File: src/rtl/period_meter_pkg.sv
// period_meter_pkg: shared types and defaults for the period meter.
//   state_t      - measurement FSM states
//   DEF_CNT_W    - default counter / result width
//   DEF_TIMEOUT  - default no-signal timeout in clk_in cycles
package period_meter_pkg;

  typedef enum logic [1:0] {
    IDLE    = 2'd0,
    ARM     = 2'd1,
    MEASURE = 2'd2
  } state_t;

  localparam int          DEF_CNT_W   = 24;
  localparam int unsigned DEF_TIMEOUT = 32'd10_000_000;

endpackage

File: src/rtl/period_meter_if.sv
// period_meter_if: result handshake between the meter and its consumer.
//   period       - captured interval in clk_in cycles
//   period_valid - period holds an unconsumed result
//   period_ready - consumer accepts the result this cycle
// master = meter side, slave = consumer side.
interface period_meter_if
  import period_meter_pkg::*;
#(
  parameter int CNT_W = DEF_CNT_W
);
  logic [CNT_W-1:0] period;
  logic             period_valid;
  logic             period_ready;

  modport master (output period, output period_valid, input  period_ready);
  modport slave  (input  period, input  period_valid, output period_ready);
endinterface

File: src/rtl/period_meter_sync_edge.sv
// sync_edge: brings the asynchronous pulse into clk_in and flags rising edges.
//   clk_in   - system clock
//   rst_n    - async active-low reset, clears every flop
//   i_pulse  - asynchronous pulse input
//   o_synced - synchronized level (last synchronizer stage)
//   o_rise   - one-cycle pulse: synced level high, previous level low
// SYNC_STAGES must be at least 2.
module sync_edge #(
  parameter int SYNC_STAGES = 2
) (
  input  logic clk_in,
  input  logic rst_n,
  input  logic i_pulse,
  output logic o_synced,
  output logic o_rise
);

  logic [SYNC_STAGES-1:0] r_sync;
  logic                   r_prev;

  always_ff @(posedge clk_in or negedge rst_n) begin
    if (!rst_n) begin
      r_sync <= '0;
      r_prev <= 1'b0;
    end else begin
      r_sync <= {r_sync[SYNC_STAGES-2:0], i_pulse};
      r_prev <= r_sync[SYNC_STAGES-1];
    end
  end

  assign o_synced = r_sync[SYNC_STAGES-1];
  assign o_rise   = r_sync[SYNC_STAGES-1] & ~r_prev;

endmodule

File: src/rtl/period_meter.sv
// period_meter: measures rising-edge-to-rising-edge interval of pulse_in.
//   clk_in     - system clock, all state changes on its rising edge
//   rst_n      - async active-low reset
//   pulse_in   - asynchronous pulse train
//   en         - measurement enable; low parks the FSM in IDLE
//   no_signal  - no edge within TIMEOUT cycles (cleared by next edge / en low)
//   overrun    - sticky: a result was dropped because the slot was full
//   res        - result handshake (period / period_valid / period_ready)
// With SYNC_STAGES=2 a rise sampled at edge k updates the result after edge k+2.
module period_meter
  import period_meter_pkg::*;
#(
  parameter int          CNT_W       = DEF_CNT_W,
  parameter int unsigned TIMEOUT     = DEF_TIMEOUT,
  parameter int          SYNC_STAGES = 2
) (
  input  logic                  clk_in,
  input  logic                  rst_n,
  input  logic                  pulse_in,
  input  logic                  en,
  output logic                  no_signal,
  output logic                  overrun,
  period_meter_if.master        res
);

  localparam logic [CNT_W-1:0] TO_CNT = CNT_W'(TIMEOUT);

  logic             w_synced;
  logic             w_rise;
  logic             w_edge;

  state_t           r_state, w_state_nxt;
  logic [CNT_W-1:0] r_cnt, w_cnt_nxt;
  logic             r_nosig, w_nosig_nxt;
  logic             w_cand_vld;

  logic [CNT_W-1:0] r_period;
  logic             r_valid;
  logic             r_overrun;
  logic             r_en_q;

  sync_edge #(.SYNC_STAGES(SYNC_STAGES)) u_sync (
    .clk_in   (clk_in),
    .rst_n    (rst_n),
    .i_pulse  (pulse_in),
    .o_synced (w_synced),
    .o_rise   (w_rise)
  );

  assign w_edge = w_rise & w_synced;

  // ---------------- FSM + counter ----------------
  always_ff @(posedge clk_in or negedge rst_n) begin
    if (!rst_n) begin
      r_state <= IDLE;
      r_cnt   <= '0;
      r_nosig <= 1'b0;
    end else begin
      r_state <= w_state_nxt;
      r_cnt   <= w_cnt_nxt;
      r_nosig <= w_nosig_nxt;
    end
  end

  always_comb begin
    w_state_nxt = r_state;
    w_cnt_nxt   = r_cnt;
    w_nosig_nxt = r_nosig;
    w_cand_vld  = 1'b0;
    if (!en) begin
      w_state_nxt = IDLE;
      w_cnt_nxt   = '0;
      w_nosig_nxt = 1'b0;
    end else begin
      case (r_state)
        IDLE: begin
          w_state_nxt = ARM;
          w_cnt_nxt   = '0;
        end
        ARM, MEASURE: begin
          // An edge wins over a coincident timeout.
          if (w_edge) begin
            w_state_nxt = MEASURE;
            w_cnt_nxt   = CNT_W'(1);
            w_nosig_nxt = 1'b0;
            // Only an edge that closes an interval yields a result.
            w_cand_vld  = (r_state == MEASURE);
          end else if (r_cnt == TO_CNT) begin
            w_state_nxt = ARM;
            w_cnt_nxt   = '0;
            w_nosig_nxt = 1'b1;
          end else begin
            w_cnt_nxt   = r_cnt + CNT_W'(1);
          end
        end
        default: begin
          w_state_nxt = IDLE;
          w_cnt_nxt   = '0;
        end
      endcase
    end
  end

  // ---------------- result slot ----------------
  // en only gates measuring; the slot keeps draining while en is low.
  always_ff @(posedge clk_in or negedge rst_n) begin
    if (!rst_n) begin
      r_period  <= '0;
      r_valid   <= 1'b0;
      r_overrun <= 1'b0;
      r_en_q    <= 1'b0;
    end else begin
      r_en_q <= en;
      if (w_cand_vld) begin
        if (!r_valid || res.period_ready) begin
          r_period <= r_cnt;
          r_valid  <= 1'b1;
        end else begin
          r_overrun <= 1'b1;
        end
      end else if (r_valid && res.period_ready) begin
        r_valid <= 1'b0;
      end
      if (en && !r_en_q) r_overrun <= 1'b0;
    end
  end

  assign res.period       = r_period;
  assign res.period_valid = r_valid;
  assign no_signal        = r_nosig;
  assign overrun          = r_overrun;

endmodule
File: src/flat_wrapper.sv
// flat-port wrapper written by rule: the top's interface ports become plain ports
module period_meter_flat import period_meter_pkg::*;
#(
  parameter int          CNT_W       = DEF_CNT_W,
  parameter int unsigned TIMEOUT     = DEF_TIMEOUT,
  parameter int          SYNC_STAGES = 2
)
  (clk_in, rst_n, pulse_in, en, no_signal, overrun, res_period, res_period_valid, res_period_ready);
  period_meter_if #(.CNT_W(CNT_W)) res_i ();
  input  logic clk_in;
  input  logic rst_n;
  input  logic pulse_in;
  input  logic en;
  output logic no_signal;
  output logic overrun;
  output wire logic [$bits(res_i.period)-1:0] res_period;
  output wire logic [$bits(res_i.period_valid)-1:0] res_period_valid;
  input wire logic [$bits(res_i.period_ready)-1:0] res_period_ready;
  assign res_period = res_i.period;
  assign res_period_valid = res_i.period_valid;
  assign res_i.period_ready = res_period_ready;
  period_meter #(.CNT_W(CNT_W), .TIMEOUT(TIMEOUT), .SYNC_STAGES(SYNC_STAGES)) u_core (.clk_in(clk_in), .rst_n(rst_n), .pulse_in(pulse_in), .en(en), .no_signal(no_signal), .overrun(overrun), .res(res_i));
endmodule
File: config.mk
export PLATFORM = sky130hd
export DESIGN_NAME = period_meter_flat
export DESIGN_NICKNAME = d
export VERILOG_FILES = /design/src/rtl/period_meter_pkg.sv /design/src/rtl/period_meter_if.sv /design/src/rtl/period_meter_sync_edge.sv /design/src/rtl/period_meter.sv /design/src/flat_wrapper.sv
export SDC_FILE = /design/constraint.sdc
export NUM_CORES = 1
export LEC_CHECK = 0
export CAP_MARGIN = 20
export CORE_MARGIN = 1.5
export CORE_UTILIZATION = 35
export CTS_BUF_LIST = sky130_fd_sc_hd__clkbuf_16
export DETAILED_ROUTE_END_ITERATION = 8
export PLACE_DENSITY = 0.63
export SKIP_LAST_GASP = 1
export SYNTH_ARGS = -nofsm -noshare
export SYNTH_HDL_FRONTEND = slang
export SYNTH_SLANG_ARGS = --single-unit
File: constraint.sdc
create_clock -name clk_in -period 2.41 [get_ports clk_in]
set_input_delay 0.482 -clock clk_in [delete_from_list [all_inputs] [get_ports clk_in]]
set_output_delay 0.482 -clock clk_in [all_outputs]
set_load 0.005 [all_outputs]
* After elaboration in Yosys (flattened, before gate mapping)
Cells that the tools add are included.
** Storage, ports and cells
- Output and inout port bits :: 27
- Input port bits :: 5
- Register bits :: 57
- Logic and storage cells :: 55
** Operators by class
- $add $sub $neg :: 1
- Muxes and demuxes :: 21
- Bitwise operators :: 3
- Reductions and logical operators :: 13
- Eq/ne operators :: 8
** Operators with widths (number)
- 2-to-1 mux 24 bit :: 4
- adder 24 x 1 -> 24 bit, second input constant :: 1
- == test 24 bit, second input constant :: 1
- 2-to-1 mux 1 bit :: 13
- AND reduction 2 bit :: 4
- 2-to-1 mux 2 bit :: 3
- != test 2 bit, second input constant :: 2
- != test 4 x 2 -> 1 bit, second input constant :: 1
- one-hot mux 2 bit (2 select lines) :: 1
- nonzero test 2 bit :: 2
- != test 3 x 1 -> 1 bit, second input constant :: 1
- AND 1 bit :: 2
- == test 2 x 1 -> 1 bit, second input constant :: 1
- == test 2 bit, second input constant :: 1
- logical AND 1 bit :: 2
- logical NOT 1 bit :: 2
- logical NOT 2 bit :: 1
- != test 2 x 1 -> 1 bit, second input constant :: 1
- OR reduction 2 bit :: 1
- logical OR 1 bit :: 1
- inverter 1 bit :: 1

* Logic depth before layout (Yosys ltp)
- Depth after elaboration :: 8
- Mapped depth :: 7
- Gate-level depth less buffers :: 6

* Hierarchy
A second synthesis with hierarchy kept.
** Second synthesis, totals
- Cells, all modules :: 224
- Area, all modules :: 2622.5 um^2
** By module, submodules not included
- period_meter :: seq. area each 1351.3 um^2, instances 1, cells an instance 220, area each 2533.7 um^2
- sync_edge :: seq. area each 75.1 um^2, instances 1, cells an instance 4, area each 88.8 um^2

* Worst setup path after synthesis
Ideal clock, no wire load.
- Kind :: register to register
- Start :: register u_core.r_state[0]
- End :: register u_core.r_period[10] (netlist: u_core.res.period[10])
- Data arrival time :: 1.803 ns
- Path slack :: 0.483 ns
- Buffers on the path :: 1
- Setup time :: 0.125 ns
- Period minus slack after synthesis :: 1.927 ns
- Data required time :: 2.285 ns
- Stages on the path, launching flop included :: 8
- Cells stage by stage :: dfrtp_1 > inv_1 > ha_1 > nand2_1 > nor3_1 > nand2_1 > clkbuf_1 > mux2_2
** On the way
- Word-level cells in the longest chain between the ends :: 5
- Elaborated cells between the ends (all ways) :: 7
- Classes of those cells :: 2 x eq/ne; 3 x mux; 2 x reduce/logical
** Ends and longest elaborated chain
- start: declaration :: RTL line period_meter.sv:32 : state_t r_state, w_state_nxt;
- start signal: assignment :: RTL line period_meter.sv:59 : r_state <= w_state_nxt;
- == test 2 bit / == test 2 x 1 -> 1 bit (equally long branches) :: RTL line period_meter.sv:75, period_meter.sv:87
- 2-to-1 mux 1 bit / OR reduction 2 bit (equally long branches) :: RTL line period_meter.sv:82, period_meter.sv:75
- 2-to-1 mux 1 bit * :: RTL line period_meter.sv:75 : case (r_state)
- 2-to-1 mux 1 bit * :: RTL line period_meter.sv:70 : if (!en) begin
- AND reduction 2 bit (no line) *
- end signal: assignment :: RTL line period_meter.sv:116 : r_period <= r_cnt;
- end: declaration :: RTL line period_meter.sv:37 : logic [CNT_W-1:0] r_period;
Every way passes the cells marked *; elsewhere a longest branch is shown, timed or not.
A chain may end at the register's enable or synchronous reset.

* Worst setup path in the final report
- Start :: register u_core.r_cnt[0]
- End :: register u_core.r_cnt[18]
** On the way
- Word-level cells in the longest chain between the ends :: 5
- Elaborated cells between the ends (all ways) :: 6
- Classes of those cells :: 1 x add/sub; 1 x eq/ne; 4 x mux
** Ends and longest elaborated chain
- start: declaration :: RTL line period_meter.sv:33 : logic [CNT_W-1:0] r_cnt, w_cnt_nxt;
- start signal: assignment :: RTL line period_meter.sv:60 : r_cnt <= w_cnt_nxt;
- adder 24 x 1 -> 24 bit / == test 24 bit (equally long branches) :: RTL line period_meter.sv:93, period_meter.sv:88
- 2-to-1 mux 24 bit * :: RTL line period_meter.sv:88 : end else if (r_cnt == TO_CNT) begin
- 2-to-1 mux 24 bit * :: RTL line period_meter.sv:82 : if (w_edge) begin
- 2-to-1 mux 24 bit * :: RTL line period_meter.sv:75
- 2-to-1 mux 24 bit * :: RTL line period_meter.sv:70
- named net u_core.w_cnt_nxt[18] :: RTL line period_meter.sv:33
Mark *: on every way through the listed nets, which the timed path passes. The rest lies on a longest branch.

==> metrics <==
DRC errors left 0; CP peak stage delay approximately 0.65 ns; CP max stage cell or4_1; fraction of layout cells with a size suffix above 1 approximately 17%; utilization after layout 45.6%; Pwr Total approximately 2.2 mW; Seq pwr share between 40% and 50%; fill cell count 699; fin crit share between 80 and 90%; latest clock arrival within the worst-skew pair 0.32 ns; reg2reg path depth 5; Power Density between 600 and 700 nW/um^2; final hold vios 0; drt wl/cell around 14 microns; placed cell count 360; Critical Path Start u_core.r_cnt[0]$_DFF_PN0_; remaining antenna violation count 0; hold slack 0.145 ns; via count roughly 1900; Clk network pwr share 47.7%; RR Startpoint u_core.r_cnt[0]$_DFF_PN0_; DR pass1 iterations 4; clk slew on worst S/H paths around 0.050 ns; cell leakage power 1.43 nW; largest net degree at the start of global routing 26; RSZ-0062 raised after global routing no; worst path cell trace ha_1 > nand4_1 > or4_1 > or3_1 > a21oi_1; first-pass GRT wire length between 9 and 10 mm; synthesized area approximately 2600 sq um; Worst EP required about 2.7 ns; H-tree Lvls 3; CTS tree yes; CTS Buf Count 9; setup TNS 0 ns; peak supply drop approximately 0.00034 V; Post-synth EDFFs 0; Final Skew between 0.007 and 0.008 ns; fin area 3290 sq um; Setup crit end kind flop; sequential share of the synthesized area between 50% and 60%; arrival time at the worst endpoint ~2.4 ns; Int Pwr between 1.5 and 2 mW; Final Net Count approximately 280; Top Ports 32; PortBufs 31; core area 7210 sq um; outcome completed; antenna violations before repair 0; CTS root buffer clkbuf_16; Yosys reg bits 57; Clock Path Buffers 2; family with the most delay on the worst path simple AND/OR/NAND/NOR gates; Worst Hold Class in2async; overall routing resource usage roughly 16%; cts hold-fix bufs 0; Crit path depth 5; logic gate share of total power 6.8%; Clock Sinks 57; GPL Wtd Cong 0.832; final WL between 5 and 6 mm; Post-CTS Setup Bufs 0; FF-to-FF setup slack 0.27 ns; vias in the first global route 1890; full die area approximately 8000 sq um; commonest cells after routing, fill and taps aside dfrtp_1, clkdlybuf4s50_1, mux2_2; commonest non-fill, non-tap cell in the layout dfrtp_1; Die Width 89.3 microns; Synthesized Nets between 200 and 250; fmax ~470 MHz; post-route insts no fill approximately 370; FP Rows 31; worst path bufs/invs 0; synth warn 0; die height a little under 90 microns; Psw roughly 500 uW; ys async rst share 100%; CTS resizes 0; Post-DP HPWL between 3 and 4 mm; critical path class reg2reg; Net Sw Frac 22.7%; average size of a mapped cell around 11 sq um; Initial DRC Count approximately 110; Worst-Margin Slew about 0.55 ns; Overflow after GRT 0; min cycle time layout between 2 and 2.5 ns; max-cap viol count 0; Yosys cell types 33; number of vias per cell 5.05; Rel. slew slack between 60% and 70%; Gate Count Post-Synth approximately 230; Crit Path Max Fanout 5; ys flop type dfrtp_1; post-route setup slack about 0.27 ns; Place WS about 0.22 ns; number of diodes 0; Starting Density 36.1%; Finish-stage setup viols 0; Max Slew Vio Count 0; Area growth syn-to-layout 26.4%; placed inst area about 3100 sq um; Critical Path Source Type flop
[worst paths after layout]
path                                                     end
min in group clk_in        u_core.u_sync.r_sync[1]$_DFF_PN0_
min                                u_core.r_cnt[0]$_DFF_PN0_
min reg2reg                u_core.u_sync.r_sync[1]$_DFF_PN0_
max                               u_core.r_cnt[18]$_DFF_PN0_
max reg2reg                       u_core.r_cnt[18]$_DFF_PN0_
max in group asynchronous         u_core.r_cnt[16]$_DFF_PN0_
[final cells by class]
type | count | area, sq um | area share (%)
clock inverter | 4 | 16.3 | 0.494
multi-input combinational | 153 | 1090 | 33.2
clock buffer | 9 | 225 | 6.84
tap | 99 | 124 | 3.76
inverter | 13 | 48.8 | 1.48
sequential | 57 | 1430 | 43.3
timing repair buffer | 38 | 358 | 10.9
[metal layers]
metal	part of all wire, %	vias up	GRT usage, %
met5	0	-	0
met2	44	48	22.7
li1	-	916	-
met3	4.4	12	4.16
met1	49	908	22.2
met4	2.2	0	7.97
[synthesized netlist by cell type (4+ instances only)]
cell type / instances / share of area, %
a21oi_1: 12 / 2.3
and4_1: 6 / 2.0
clkbuf_1: 7 / 1.0
dfrtp_1: 57 / 55
ha_1: 5 / 2.4
inv_1: 13 / 1.9
mux2_2: 24 / 10
nand2_1: 14 / 2.0
nand3_1: 8 / 1.5
nand4_1: 6 / 1.4
nor2_1: 16 / 2.3
nor3_1: 5 / 0.96
nor4b_1: 4 / 1.3
o21ai_0: 9 / 1.7
or3_1: 7 / 1.7
or4_1: 6 / 1.7
xnor2_1: 8 / 2.7
xor2_1: 4 / 1.3
[cell families after synthesis]
family / after synthesis / synth area share [%]
flops: 57 / 54.8
mux: 26 / 11.1
fa+ha+maj: 5 / 2.40
compound gates: 28 / 6.20
buf+inv: 22 / 3.27
simple gates: 82 / 18.2
xor+xnor: 12 / 4.03
[power groups by stage]
stage	logic, mW	registers (mW)	clock network (mW)
after floorplan	0.0908	1.00	0
after global placement	0.149	1.01	0
after detailed placement	0.150	1.01	0
after CTS	0.152	0.995	1.07
after global routing	0.171	0.997	1.12
final	0.149	0.995	1.04
[sequential cells by signal, summed over array words and instances (netlist names)]
name and cells:
u_core.r_state 2, u_core.u_sync.r_sync 2, u_core.r_en_q 1, u_core.overrun 1, u_core.res.period 24, u_core.r_cnt 24
u_core.u_sync.r_prev 1, u_core.no_signal 1, u_core.res.period_valid 1
No activity file was read; power rests on OpenSTA's default activity.
==> RTL change 1 (config.mk and constraints unchanged) <==
Register the output `overrun` once more, with the module's reset; this adds one clock of latency there. The other outputs are not delayed to match.
--- a/src/rtl/period_meter.sv
+++ b/src/rtl/period_meter.sv
@@ -128,6 +128,12 @@
   assign res.period       = r_period;
   assign res.period_valid = r_valid;
   assign no_signal        = r_nosig;
-  assign overrun          = r_overrun;
+  always_ff @(posedge clk_in or negedge rst_n) begin
+    if (!rst_n) begin
+      overrun <= '0;
+    end else begin
+      overrun <= r_overrun;
+    end
+  end
 
 endmodule
Function: changed (a bounded check fails within 10 cycles, from zero or initial values and one cycle with rst_n low).
==> RTL change 1 against the original RTL <==
Worst setup slack got worse by 0.10 ns; final area about the same; power is 6.8% higher; first-iteration DRC count fell by 32%; hold slack better by 0.019 ns; sequential cell count up 1; routed wire length shrank 2.2%; area after synthesis down 0.91%; largest cell class unchanged.
==> RTL change 1: results (changes against the original RTL) <==
drive_gt1_share_pct: 16.5  # -0.25 points
synth_mux_area_share_pct: 10.9  # -0.29 points
n_fill_cell: 655  # -6.3%
wl_met1_um: 2390  # -10%
grt_max_degree: 35  # +35%
clock_power_mw: 1.17  # +13%
pwr-share-seq_pct: 43.4  # -2.1 points
drt-wirelength-per-cell_um: 14.4  # about the same
crit_path_max_incr_delay_ns: 0.68  # +0.03 ns
dp_hpwl_um: 3600  # -3.4%
nNonClkBuffers: 36  # -5.3%
nMultiInputCombCells: 146  # -4.6%
critPathMaxFanout: 8  # +3
wl_met3_um: 246  # +2.9%
grt_pass1_vias: 1868  # -1.2%
nNetsFinal: 272  # -3.5%
grt_pass1_wl_um: 9130  # -3.3%
seq_area_share_pct: 44.1  # +0.74 points
p_leak_nw: 1.42  # -0.87%
layout.nonclk_buf_share_pct: 10.8  # -0.080 points
synth-xor-area-share_pct: 4.41  # +0.38 points
synthAdderAreaFrac_pct: 2.42  # +0.022 points
globalRouteMet1Util_pct: 19.9  # -2.3 points
power_density_nw_per_um2: 709  # +6.7%
power.internal_mw: 1.82  # +7.8%
place_congestion: 0.796  # -4.4%
synth_compound_area_share_pct: 6.06  # -0.14 points
outcome: "complete, no violations"
gr-usage-met3_pct: 6.06  # +1.9 points
drt-initial-drc-count: 73  # -32%
worst_pin_slew_ns: 0.610  # +0.0559 ns
grtUsageTotal_pct: 15.6  # -0.21 points
grtUsageMet2_pct: 24.2  # +1.5 points
[RTL change 1: changes by cell type after synthesis, sizes merged, moves of 2 or more]
cell	before	now
nand2	14	10
o21ai	10	8
nand4	7	11
inv	13	11
or3	7	4
xor2	4	6
buf	2	4
nor3b	2	0
o31ai	1	4
[RTL change 1: path summary, 6_finish.rpt]
path,end,slack (ns),cells after the start
max,u_core.r_cnt[20],0.17,5
min,u_core.r_cnt[0],0.16,1
max reg2reg,u_core.r_cnt[20],0.17,5
min reg2reg,u_core.u_sync.r_sync[1],0.35,0
max in group asynchronous,u_core.r_cnt[11],1.65,2
min in group clk_in,u_core.u_sync.r_sync[1],0.35,0
[RTL change 1: stage by stage]
stage | util, % | setup WS (ns) | power (mW) | instances
finish | 45.9 | 0.167 | 2.33 | 365
global route | 45.9 | 0.00396 | 2.43 | 365
CTS | 45.9 | 0.193 | 2.36 | 365
detailed placement | 42.1 | 0.233 | 1.18 | 350
global placement | 42.1 | 0.230 | 1.18 | 350
floorplan | - | 0.460 | 1.11 | 225
==> RTL change 2 (same flow settings) <==
Made on the original files. Change the package constant `DEF_TIMEOUT` from 32'd10_000_000 to 32'd8388608.
--- a/src/rtl/period_meter_pkg.sv
+++ b/src/rtl/period_meter_pkg.sv
@@ -11,7 +11,7 @@
   } state_t;
 
   localparam int          DEF_CNT_W   = 24;
-  localparam int unsigned DEF_TIMEOUT = 32'd10_000_000;
+  localparam int unsigned DEF_TIMEOUT = 32'd8388608;
 
 endpackage
 
Formal check against the unedited RTL: same outputs for any inputs over 10 cycles, from zero or initial values and one cycle with rst_n low; that may be too few to reach the edited logic, so the function may still have changed.
==> RTL change 2 against the original RTL <==
Utilization grew 1.2 points; worst setup slack lost 0.090 ns; final area fell by 2.2%; first-iteration DRC count fell by 8.3%; fmax fell by 4.0%; clock skew is 0.0031 ns lower; final cell count shrank 3.8%; sequential power barely moved; sequential cell count unchanged; non-clock buffer count fell by 2; power decreased by 0.33%; sequential share of layout area rose by 0.99 points; area after synthesis decreased by 3.2%; routed wire length shrank 8.9%; largest power group unchanged.
==> RTL change 2: results (changes against the original RTL) <==
synth_common_cells: "dfrtp_1, mux2_2, nor2_1, a21oi_1, inv_1"
n_fill_cell: 653  # -6.6%
nMultiInputCombCells: 143  # -6.5%
critPathMaxFanout: 10  # +5
synth_compound_area_share_pct: 6.20  # +0.0075 points
synthTopCellsByArea: "dfrtp_1, mux2_2, xnor2_1, a21oi_1, ha_1"
multi_input_area_um2: 1010  # -7.7%
drive_gt1_share_pct: 17.1  # +0.32 points
cp.arrival_ns: 2.47  # +0.08 ns
nNetsFinal: 271  # -3.9%
p_switching_mw: 0.484  # -2.8%
drt_wl_total_um: 4900  # -8.9%
wl_met1_um: 2380  # -10%
irDropWorstVdd_v: 0.000352  # +3.2%
grt_pass1_wl_um: 8220  # -13%
routed-via-count: 1805  # -4.2%
inverters: 14  # +1
p_clk_share_pct: 47.4  # -0.3 points
layout.nonclk_buf_share_pct: 11.4  # +0.56 points
p_leak_nw: 1.38  # -3.8%
synth_mux_area_share_pct: 11.1  # -0.027 points
place_congestion: 0.856  # +2.8%
outcome: "complete, no violations"
synth-xor-area-share_pct: 4.17  # +0.13 points
synth_cell_types: 32  # -3.0%
yosysSeqAreaShare_pct: 56.6  # +1.8 points
drt-initial-drc-count: 99  # -8.3%
grtUsageTotal_pct: 14.3  # -1.5 points
wl_met3_um: 182  # -24%
crit_path_max_incr_delay_ns: 0.69  # +0.04 ns
nNonClkBuffers: 36  # -5.3%
grt_max_degree: 33  # +27%
seq_cells: 57  # unchanged
worst_pin_slew_ns: 0.617  # +0.0627 ns
pwr-share-seq_pct: 45.6  # about the same
clockNetworkAreaShare_pct: 7.50  # +0.17 points
synthAdderAreaFrac_pct: 2.48  # +0.080 points
[RTL change 2: changes by cell type after synthesis, sizes merged, moves of 2 or more]
cell and change:
and4 -5, or4 -2, xnor2 +2, nor4b -2, nand2 -2, xor2 -2, nor4 +4, a21oi +2
nor3b -2, and3 +2
[RTL change 2: path summary, 6_finish.rpt]
| path | from | end | slack [ns] | depth (start not counted) |
|---|---|---|---|---|
| setup / recovery | u_core.r_cnt[0] | u_core.r_cnt[22] | 0.18 | 5 |
| hold / removal | rst_n | u_core.res.period[21] | 0.17 | 1 |
| setup reg to reg | u_core.r_cnt[0] | u_core.r_cnt[22] | 0.18 | 5 |
| hold reg to reg | u_core.u_sync.r_sync[0] | u_core.u_sync.r_sync[1] | 0.34 | 0 |
| max in group asynchronous | rst_n | u_core.r_state[0] | 1.65 | 2 |
| min in group clk_in | u_core.u_sync.r_sync[0] | u_core.u_sync.r_sync[1] | 0.34 | 0 |
[RTL change 2: metal layers]
layer	up-vias	GRT usage (%)
met5	-	0
met4	0	8.80
met3	13	4.43
met2	36	19.8
met1	889	19.6
li1	867	-
[RTL change 2: cell families (layout without fill, tap and decap cells)]
family,count (synthesis),after routing
and+or+nand+nor,73,73
xor gates and xnor gates,12,12
adders and majority gates,5,5
muxes,25,25
DFF,57,57
buffers and inverters,22,63
AOI/OAI and AO/OA,28,28
[RTL change 2: per-stage QoR]
step | setup WS, ns | power (mW) | instance area (um^2) | util, % | cells
floorplan | 0.372 | 1.09 | 2520 | - | 222
global placement | 0.273 | 1.16 | 2980 | 43.3 | 346
detailed placement | 0.194 | 1.16 | 2980 | 43.3 | 346
CTS | 0.182 | 2.22 | 3220 | 46.8 | 359
global route | 0.102 | 2.28 | 3220 | 46.8 | 359
finish | 0.177 | 2.18 | 3220 | 46.8 | 359
